`src/rtl/joystick_event_gen.sv`:
```
// Multi-axis joystick event generator: classifies a time-multiplexed ADC sample
// stream with hysteresis, debounces per axis and emits event pulses with auto-repeat.

module joystick_axis #(
   parameter int DATA_W        = 12,
   parameter int ENTER_LOW     = 1000,
   parameter int EXIT_LOW      = 1800,
   parameter int EXIT_HIGH     = 2300,
   parameter int ENTER_HIGH    = 3000,
   parameter int DEBOUNCE_N    = 4,
   parameter int REPEAT_DELAY  = 500000,
   parameter int REPEAT_PERIOD = 100000,
   parameter int CNT_W         = 20
) (
   input  logic              clk_i,
   input  logic              rst_n_i,
   input  logic              hit_i,
   input  logic [DATA_W-1:0] data_i,
   input  logic              repeat_en_i,
   output logic              evt_high_o,
   output logic              evt_low_o,
   output logic              level_high_o,
   output logic              level_low_o
);
   localparam int DBW = $clog2(DEBOUNCE_N + 1);
   localparam logic [DBW-1:0]    DBN          = DBW'(DEBOUNCE_N);
   localparam logic [DATA_W-1:0] ENTER_LOW_C  = DATA_W'(ENTER_LOW);
   localparam logic [DATA_W-1:0] EXIT_LOW_C   = DATA_W'(EXIT_LOW);
   localparam logic [DATA_W-1:0] EXIT_HIGH_C  = DATA_W'(EXIT_HIGH);
   localparam logic [DATA_W-1:0] ENTER_HIGH_C = DATA_W'(ENTER_HIGH);
   localparam logic [CNT_W-1:0]  RPT_DLY      = CNT_W'(REPEAT_DELAY - 1);
   localparam logic [CNT_W-1:0]  RPT_PER      = CNT_W'(REPEAT_PERIOD - 1);

   typedef enum logic [2:0] {
      S_IDLE, S_PEND_HIGH, S_PEND_LOW, S_HELD_HIGH, S_HELD_LOW
   } state_e;

   state_e           st_q, st_d;
   logic [DBW-1:0]   cnt_q, cnt_d;
   logic [CNT_W-1:0] rpt_q, rpt_d;
   logic             evt_hi_q, evt_hi_d, evt_lo_q, evt_lo_d;
   logic             q_hi, q_lo;
   logic             beg_hi, beg_lo, ent_hi, ent_lo;

   assign q_hi = (data_i >= ENTER_HIGH_C);
   assign q_lo = (data_i <= ENTER_LOW_C);

   always_ff @(posedge clk_i or negedge rst_n_i) begin
      if (!rst_n_i) begin
         st_q     <= S_IDLE;
         cnt_q    <= '0;
         rpt_q    <= '0;
         evt_hi_q <= 1'b0;
         evt_lo_q <= 1'b0;
      end else begin
         st_q     <= st_d;
         cnt_q    <= cnt_d;
         rpt_q    <= rpt_d;
         evt_hi_q <= evt_hi_d;
         evt_lo_q <= evt_lo_d;
      end
   end

   always_comb begin
      st_d     = st_q;
      cnt_d    = cnt_q;
      rpt_d    = rpt_q;
      evt_hi_d = 1'b0;
      evt_lo_d = 1'b0;
      beg_hi   = 1'b0;
      beg_lo   = 1'b0;
      ent_hi   = 1'b0;
      ent_lo   = 1'b0;

      // Repeat timer runs every cycle while held; a release below overrides it.
      if (st_q == S_HELD_HIGH || st_q == S_HELD_LOW) begin
         if (!repeat_en_i) begin
            rpt_d = RPT_DLY;
         end else if (rpt_q == '0) begin
            rpt_d    = RPT_PER;
            evt_hi_d = (st_q == S_HELD_HIGH);
            evt_lo_d = (st_q == S_HELD_LOW);
         end else begin
            rpt_d = rpt_q - 1'b1;
         end
      end

      if (hit_i) begin
         unique case (st_q)
            S_IDLE: begin
               beg_hi = q_hi;
               beg_lo = q_lo;
            end
            S_PEND_HIGH: begin
               if (q_hi) begin
                  cnt_d  = cnt_q + 1'b1;
                  ent_hi = (cnt_d == DBN);
               end else if (q_lo) begin
                  beg_lo = 1'b1;
               end else begin
                  st_d  = S_IDLE;
                  cnt_d = '0;
               end
            end
            S_PEND_LOW: begin
               if (q_lo) begin
                  cnt_d  = cnt_q + 1'b1;
                  ent_lo = (cnt_d == DBN);
               end else if (q_hi) begin
                  beg_hi = 1'b1;
               end else begin
                  st_d  = S_IDLE;
                  cnt_d = '0;
               end
            end
            S_HELD_HIGH: begin
               if (data_i < EXIT_HIGH_C) begin
                  st_d     = S_IDLE;
                  cnt_d    = '0;
                  rpt_d    = '0;
                  evt_hi_d = 1'b0;
                  evt_lo_d = 1'b0;
                  beg_lo   = q_lo;
               end
            end
            S_HELD_LOW: begin
               if (data_i > EXIT_LOW_C) begin
                  st_d     = S_IDLE;
                  cnt_d    = '0;
                  rpt_d    = '0;
                  evt_hi_d = 1'b0;
                  evt_lo_d = 1'b0;
                  beg_hi   = q_hi;
               end
            end
            default: ;
         endcase
      end

      // A fresh qualifying sample either starts a debounce run or, with no debounce, enters directly.
      if (beg_hi) begin
         if (DEBOUNCE_N == 1) begin
            ent_hi = 1'b1;
         end else begin
            st_d  = S_PEND_HIGH;
            cnt_d = DBW'(1);
         end
      end
      if (beg_lo) begin
         if (DEBOUNCE_N == 1) begin
            ent_lo = 1'b1;
         end else begin
            st_d  = S_PEND_LOW;
            cnt_d = DBW'(1);
         end
      end
      if (ent_hi) begin
         st_d     = S_HELD_HIGH;
         cnt_d    = '0;
         rpt_d    = RPT_DLY;
         evt_hi_d = 1'b1;
         evt_lo_d = 1'b0;
      end
      if (ent_lo) begin
         st_d     = S_HELD_LOW;
         cnt_d    = '0;
         rpt_d    = RPT_DLY;
         evt_hi_d = 1'b0;
         evt_lo_d = 1'b1;
      end
   end

   always_comb begin
      evt_high_o   = evt_hi_q;
      evt_low_o    = evt_lo_q;
      level_high_o = (st_q == S_HELD_HIGH);
      level_low_o  = (st_q == S_HELD_LOW);
   end
endmodule

module joystick_event_gen #(
   parameter int NUM_AXES      = 2,
   parameter int AXIS_W        = 1,
   parameter int DATA_W        = 12,
   parameter int ENTER_LOW     = 1000,
   parameter int EXIT_LOW      = 1800,
   parameter int EXIT_HIGH     = 2300,
   parameter int ENTER_HIGH    = 3000,
   parameter int DEBOUNCE_N    = 4,
   parameter int REPEAT_DELAY  = 500000,
   parameter int REPEAT_PERIOD = 100000,
   parameter int CNT_W         = 20
) (
   input  logic                clk_1MHz,
   input  logic                rst_n,
   input  logic                sample_valid,
   input  logic [AXIS_W-1:0]   sample_axis,
   input  logic [DATA_W-1:0]   sample_data,
   input  logic                repeat_en,
   output logic [NUM_AXES-1:0] evt_high,
   output logic [NUM_AXES-1:0] evt_low,
   output logic [NUM_AXES-1:0] level_high,
   output logic [NUM_AXES-1:0] level_low,
   output logic                bad_axis
);
   if (!(ENTER_LOW < EXIT_LOW && EXIT_LOW <= EXIT_HIGH && EXIT_HIGH < ENTER_HIGH)) begin : g_bad_thr
      $error("joystick_event_gen: need ENTER_LOW < EXIT_LOW <= EXIT_HIGH < ENTER_HIGH");
   end
   if (NUM_AXES < 1 || NUM_AXES > (1 << AXIS_W) || DEBOUNCE_N < 1 ||
       REPEAT_DELAY < 2 || REPEAT_PERIOD < 2 || REPEAT_DELAY >= (1 << CNT_W) ||
       REPEAT_PERIOD >= (1 << CNT_W) || ENTER_HIGH >= (1 << DATA_W)) begin : g_bad_size
      $error("joystick_event_gen: inconsistent NUM_AXES/AXIS_W/DEBOUNCE_N/REPEAT/CNT_W/DATA_W");
   end

   logic [NUM_AXES-1:0] hit;
   logic                oob;
   logic                bad_axis_q;

   always_comb begin
      for (int a = 0; a < NUM_AXES; a++) begin
         hit[a] = sample_valid && (sample_axis == AXIS_W'(a));
      end
   end

   assign oob = sample_valid && (32'(sample_axis) >= 32'(NUM_AXES));

   // Sticky until reset so a misconfigured sequencer is visible to software.
   always_ff @(posedge clk_1MHz or negedge rst_n) begin
      if (!rst_n)   bad_axis_q <= 1'b0;
      else if (oob) bad_axis_q <= 1'b1;
   end
   assign bad_axis = bad_axis_q;

   for (genvar g = 0; g < NUM_AXES; g++) begin : g_axis
      joystick_axis #(
         .DATA_W(DATA_W), .ENTER_LOW(ENTER_LOW), .EXIT_LOW(EXIT_LOW),
         .EXIT_HIGH(EXIT_HIGH), .ENTER_HIGH(ENTER_HIGH), .DEBOUNCE_N(DEBOUNCE_N),
         .REPEAT_DELAY(REPEAT_DELAY), .REPEAT_PERIOD(REPEAT_PERIOD), .CNT_W(CNT_W)
      ) u_axis (
         .clk_i       (clk_1MHz),
         .rst_n_i     (rst_n),
         .hit_i       (hit[g]),
         .data_i      (sample_data),
         .repeat_en_i (repeat_en),
         .evt_high_o  (evt_high[g]),
         .evt_low_o   (evt_low[g]),
         .level_high_o(level_high[g]),
         .level_low_o (level_low[g])
      );
   end
endmodule

```
`config.mk`:
```
export PLATFORM = sky130hd
export DESIGN_NAME = joystick_event_gen
export DESIGN_NICKNAME = d
export VERILOG_FILES = /design/src/rtl/joystick_event_gen.sv
export SDC_FILE = /design/constraint.sdc
export NUM_CORES = 1
export LEC_CHECK = 0
export CORE_MARGIN = 2
export CORE_UTILIZATION = 30
export CTS_CLUSTER_DIAMETER = 150
export DETAILED_ROUTE_END_ITERATION = 10
export MAX_ROUTING_LAYER = met4
export REMOVE_ABC_BUFFERS = 1
export SLEW_MARGIN = 5
export SYNTH_ARGS = -nofsm -noshare
export SYNTH_HDL_FRONTEND = slang
export SYNTH_SLANG_ARGS = --single-unit
```
`constraint.sdc`:
```
create_clock -name clk_1MHz -period 3.2 [get_ports clk_1MHz]
set_input_delay 0.64 -clock clk_1MHz [delete_from_list [all_inputs] [get_ports clk_1MHz]]
set_output_delay 0.64 -clock clk_1MHz [all_outputs]
set_load 0.02 [all_outputs]
```
Yosys cells after proc, flatten, opt, wreduce, memory -nomap -nowiden

Cells that the tools add are included.
Widths: inputs -> output; s select.

Add/subtract/negate cells: 4
$lt $le $gt $ge: 4
Eq/ne operators: 26
Muxes and demuxes: 114
Bitwise operators: 1
Reduce and logical (&&, ||, !) cells: 16

Operators by type and width:

| kind                  | number |
|---|---|
| $mux 20               | 16 |
| $mux 3                | 30 |
| $pmux 20 s2           | 2 |
| $mux 1                | 54 |
| $ne 6x6->1 const B    | 8 |
| $pmux 3 s4            | 4 |
| $logic_not 20->1      | 2 |
| $sub 20x1->20 const B | 2 |
| $ne 6x2->1 const B    | 4 |
| $reduce_and 8->1      | 2 |
| $reduce_bool 8->1     | 2 |
| $ne 7x3->1 const B    | 2 |
| $eq 3x2->1 const B    | 4 |
| $eq 3x3->1 const B    | 4 |
| $ge 12x12->1 const B  | 1 |
| $gt 12x11->1 const B  | 1 |
| $le 12x10->1 const B  | 1 |
| $lt 12x12->1 const B  | 1 |
| $pmux 1 s3            | 4 |
| $reduce_and 6->1      | 2 |
| $reduce_bool 5->1     | 2 |
| $pmux 1 s2            | 4 |
| $ne 7x6->1 const B    | 1 |
| $ne 7x7->1 const B    | 1 |
| other kinds (6)       | 11 |

Flip-flop bits (word level): 56
Input port bits: 17
Output and inout port bits: 9
Logic and storage cells: 175

Longest topological paths before layout

Depth after elaboration: 9
Mapped depth: 9

By module

Synthesis repeated with hierarchy kept, for this count alone.

Cell total of the unflattened synthesis: 502
Area, all modules: 4060.1 um^2

By module, submodules not included:

| module                           | times used | cells an instance | area an instance (um^2) | seq. area each (um^2) |
|---|---|---|---|---|
| joystick_axis (g_axis[0].u_axis) | 1          | 253               | 2016.9                  | 700.7 |
| joystick_axis (g_axis[1].u_axis) | 1          | 245               | 2015.7                  | 700.7 |
| joystick_event_gen               | 1          | 4                 | 27.5                    | 0.0 |

Least setup slack after synthesis

No wires, ideal clock.

Path type: input-to-reg
Start point: in sample_data[1]
End point: reg g_axis[0].u_axis.cnt_q[1]
Library setup time: 0.125 ns
Data arrival time: 2.800 ns
Data required time: 3.075 ns
Setup slack: 0.276 ns
Stages: 6
Path buffers: 0
Cell sequence: or4b_1 -> or4b_1 -> a21oi_2 -> a21oi_1 -> a21oi_2 -> mux2_2

Word-level cells in the longest chain between the ends: 9
Elaborated cells between the ends (all ways): 35
Those cells by class: order compare: 4; eq/ne: 4; mux: 24; reduce/logical: 3

RTL lines:

| item                   | line | text |
|---|---|---|
| start: declaration     | 198  | `input logic [DATA_W-1:0] sample_data,` |
| $ge 12x12->1           | 45   | `assign q_hi = (data_i >= ENTER_HIGH_C);` |
| $mux 1                 | 109  | `end else if (q_hi) begin` |
| $mux 1                 | --   |  |
| $pmux 1 s3             | 89   | `unique case (st_q)` |
| $mux 1                 | 88   | `if (hit_i) begin` |
| $mux 3                 | 141  | `if (beg_hi) begin` |
| $mux 3                 | 149  | `if (beg_lo) begin` |
| $mux 3                 | 157  | `if (ent_hi) begin` |
| $mux 3                 | 164  | `if (ent_lo) begin` |
| end signal: assignment | 57   | `cnt_q <= cnt_d;` |
| end: declaration       | 39   | `logic [DBW-1:0] cnt_q, cnt_d;` |

Parallel ways exist; a longest one is shown, timed or not. The select of a mux whose other input is x is not followed.
A chain may end at the register's enable or synchronous reset.

Worst setup path in the final report

Start point: in sample_data[3]
End point: reg g_axis[1].u_axis.cnt_q[1]

Word-level cells in the longest chain between the ends: 9
Elaborated cells between the ends (all ways): 35
Those cells by class: order compare: 4; eq/ne: 4; mux: 24; reduce/logical: 3

RTL lines:

| item                   | line | text |
|---|---|---|
| $ge 12x12->1           | 45   |  |
| $mux 1                 | 109  |  |
| $mux 1                 | 106  | `if (q_lo) begin` |
| $pmux 1 s3             | 89   |  |
| $mux 1                 | 88   |  |
| $mux 3                 | 141  |  |
| $mux 3                 | 149  |  |
| $mux 3                 | 157  |  |
| $mux 3                 | 164  |  |
| end signal: assignment | 57   |  |
| end: declaration       | 39   |  |

Parallel ways exist; a longest one is shown, timed or not. The select of a mux whose other input is x is not followed.

==> impl_metrics.toml <==
[global_route]
grt_use_total = 0.157
grt_pass1_vias = 3684
grt_pass1_wl_microns = 18100
antenna_found_initial = 0
grt.overflow.total = 0
grt_max_degree = 32

[final_layout]
syn2layout_area_growth_pct = 18.0
final_nets = 555
diodes = 0
layout-drive-gt1-share = 0.132
fin_area_sq_mm = 0.00467

[synthesis]
ys.flop_type = "dfrtp_1"
netlist_area_sq_mm = 0.00396
ys_ff_latch = 56
synth_top_area_cell = "dfrtp_1"
synth_top_area_frac = 0.354
synth-seq-area-share = 0.354
ys_top_cells_by_area = "dfrtp_1 35%, nor2_1 5.1%, a21oi_1 4.9%, o21ai_0 4.8%, nand3_1 4.2%"
synth_edf_count = 0
syn_inst = 498
synth.distinct_cells = 65
async_reset_ff_frac = 1.00
ys_top_cells_by_count = "56 x dfrtp_1, 54 x nor2_1, 40 x nand2_1"
synth.avg_cell_area_sq_um = 7.96
ys_warn_count = 0
synth.most_common_cell = "dfrtp_1"

[timing]
whs_ns = 0.394
finalSetupViolations = 0
final_hold_viol_count = 0
rsz0062_at_grt = "false"
fin_ws_ns = 0.185
skew_ns = 0.0108
slew_headroom = 0.282
slew_viol_final = 0
clock.fmax_mhz = 332
period_share = 0.942
fin_crit_ns = 3.01
worst_slew_pin_slew_ns = 1.07

[drt]
via_per_inst = 5.61
wl_per_cell_microns = 15.2
drc_errors = 0
ant_nets = 0
drt-initial-drc-count = 312
vias = 3943
drtPass1Iterations = 5
wl_microns = 10700

[clock_network]
clk_latency_ns = 0.31
postCtsSetupRepairBufs = 0
cts_tree = "built"
cts_max_path_buffers = 2
cts_buffers = 5
cts_resized = 0
clock_sinks = 56
clkTransAtPathRegs_ns = 0.08
holdBufCountCts = 0
htree_levels = 2
cts_root_buffer = "clkbuf_16"

[die]
fp.dieW_microns = 119
rows = 41
core_area_sq_mm = 0.0128
io_pins = 26
initial_utilization = 0.310
die_y_microns = 119
die-area_sq_mm = 0.0141

[placement]
dp_worst_setup_slack_ns = -0.196
place_hpwl_microns = 7760
place_area_sq_mm = 0.00452
port_buffers = 24
place_congestion = 0.916

[power]
leakage_nw = 1.83
vdd_drop_max_mv = 0.223
pwr_density_cell_mw_per_mm2 = 575

[status]
status = "finished clean"

[setup_path]
crit_path_max_fanout = 4
crit_arrival_ns = 3.23
path_class = "in2reg"
startpoint_type = "primary input"
end_kind = "flip-flop"
required_ns = 3.42

[min_path]
hp-class = "in2async"

[job]
drv_cap = 0
critical path: stages:
cell             delay [ns]
clkdlybuf4s50_1        0.48
or4b_1                 0.48
or4b_1                 0.60
a211oi_2               0.27
nor2_1                 0.11
or3b_2                 0.48
a21oi_1                0.17
report_power, final:
part,total (W),internal [W],switching (W)
sequential,0.00115,0.000902,0.000251
combinational,0.000962,0.000426,0.000537
clock,0.000572,0.000294,0.000278
total,0.00269,0.00162,0.00107
state kept, by name (all words and copies together) (netlist names):
signal                    flops
g_axis.u_axis.rpt_q          40
g_axis.u_axis.evt_high_o      2
g_axis.u_axis.st_q            6
g_axis.u_axis.evt_low_o       2
g_axis.u_axis.cnt_q           6
through the flow:
stage	util	setup TNS (ns)	instances	total power, W
floorplan	-	0	464	0.00178
global placement	0.354	-0.200	695	0.00208
detailed placement	0.354	-0.343	695	0.00212
CTS	0.366	0	703	0.00270
global route	0.366	0	703	0.00289
finish	0.366	0	703	0.00269
layout make-up:
cell class | count | area [sq um]
fill | 1326 | 8100
multi-input combinational | 395 | 2350
sequential | 56 | 1400
timing repair buffer | 59 | 510
tap | 172 | 215
clock buffer | 5 | 125
inverter | 13 | 48.8
clock inverter | 3 | 22.5
placed cells by master (no fill, tap or decap), drive strengths merged, types with 4 or more instances in the layout:
cell type,count
o311ai,4
inv,14
or3,8
nor3,15
a221o,4
dfrtp,56
nor2b,4
a211o,5
and3,5
ha,8
a21o,6
a211oi,6
nand2,40
nand2b,11
a21oi,41
nor4,9
or4b,5
or2,8
or4,10
nand4,11
buf,36
o21ai,40
nor2,55
clkdlybuf4s50,23
and2,4
a31oi,11
o211ai,7
o31ai,7
clkbuf,5
nand3,33
path summary, 6_finish.rpt:
path | startpoint | to | slack, ns | cells after the start
min reg2reg | g_axis[0].u_axis.cnt_q[2] | g_axis[0].u_axis.cnt_q[2] | 0.53 | 2
max | sample_data[3] | g_axis[1].u_axis.cnt_q[1] | 0.19 | 7
min | rst_n | g_axis[0].u_axis.cnt_q[2] | 0.39 | 1
min in group clk_1MHz | g_axis[0].u_axis.cnt_q[2] | g_axis[0].u_axis.cnt_q[2] | 0.53 | 2
max reg2reg | g_axis[1].u_axis.rpt_q[0] | g_axis[1].u_axis.rpt_q[13] | 0.28 | 8
max in group asynchronous | rst_n | g_axis[1].u_axis.rpt_q[11] | 2.11 | 2
layer usage:
metal / track usage / part of all wire / up-vias
li1: - / - / 1916
met1: 0.212 / 0.47 / 1912
met2: 0.253 / 0.47 / 104
met3: 0.0220 / 0.043 / 11
met4: 0.0327 / 0.012 / 0
met5: - / 0 / -
kinds of logic after synthesis:
kind of cell,count (synthesis),synth area share
AND/OR/NAND/NOR,229,0.306
AO/OA/AOI/OAI,152,0.248
flip-flops,56,0.354
buffers and inverters,47,0.0543
adder cells (fa/ha/maj),8,0.0253
XOR/XNOR,3,0.00663
multiplexers,2,0.00537
other,1,0.000946
(Power assumes the default switching activity.)
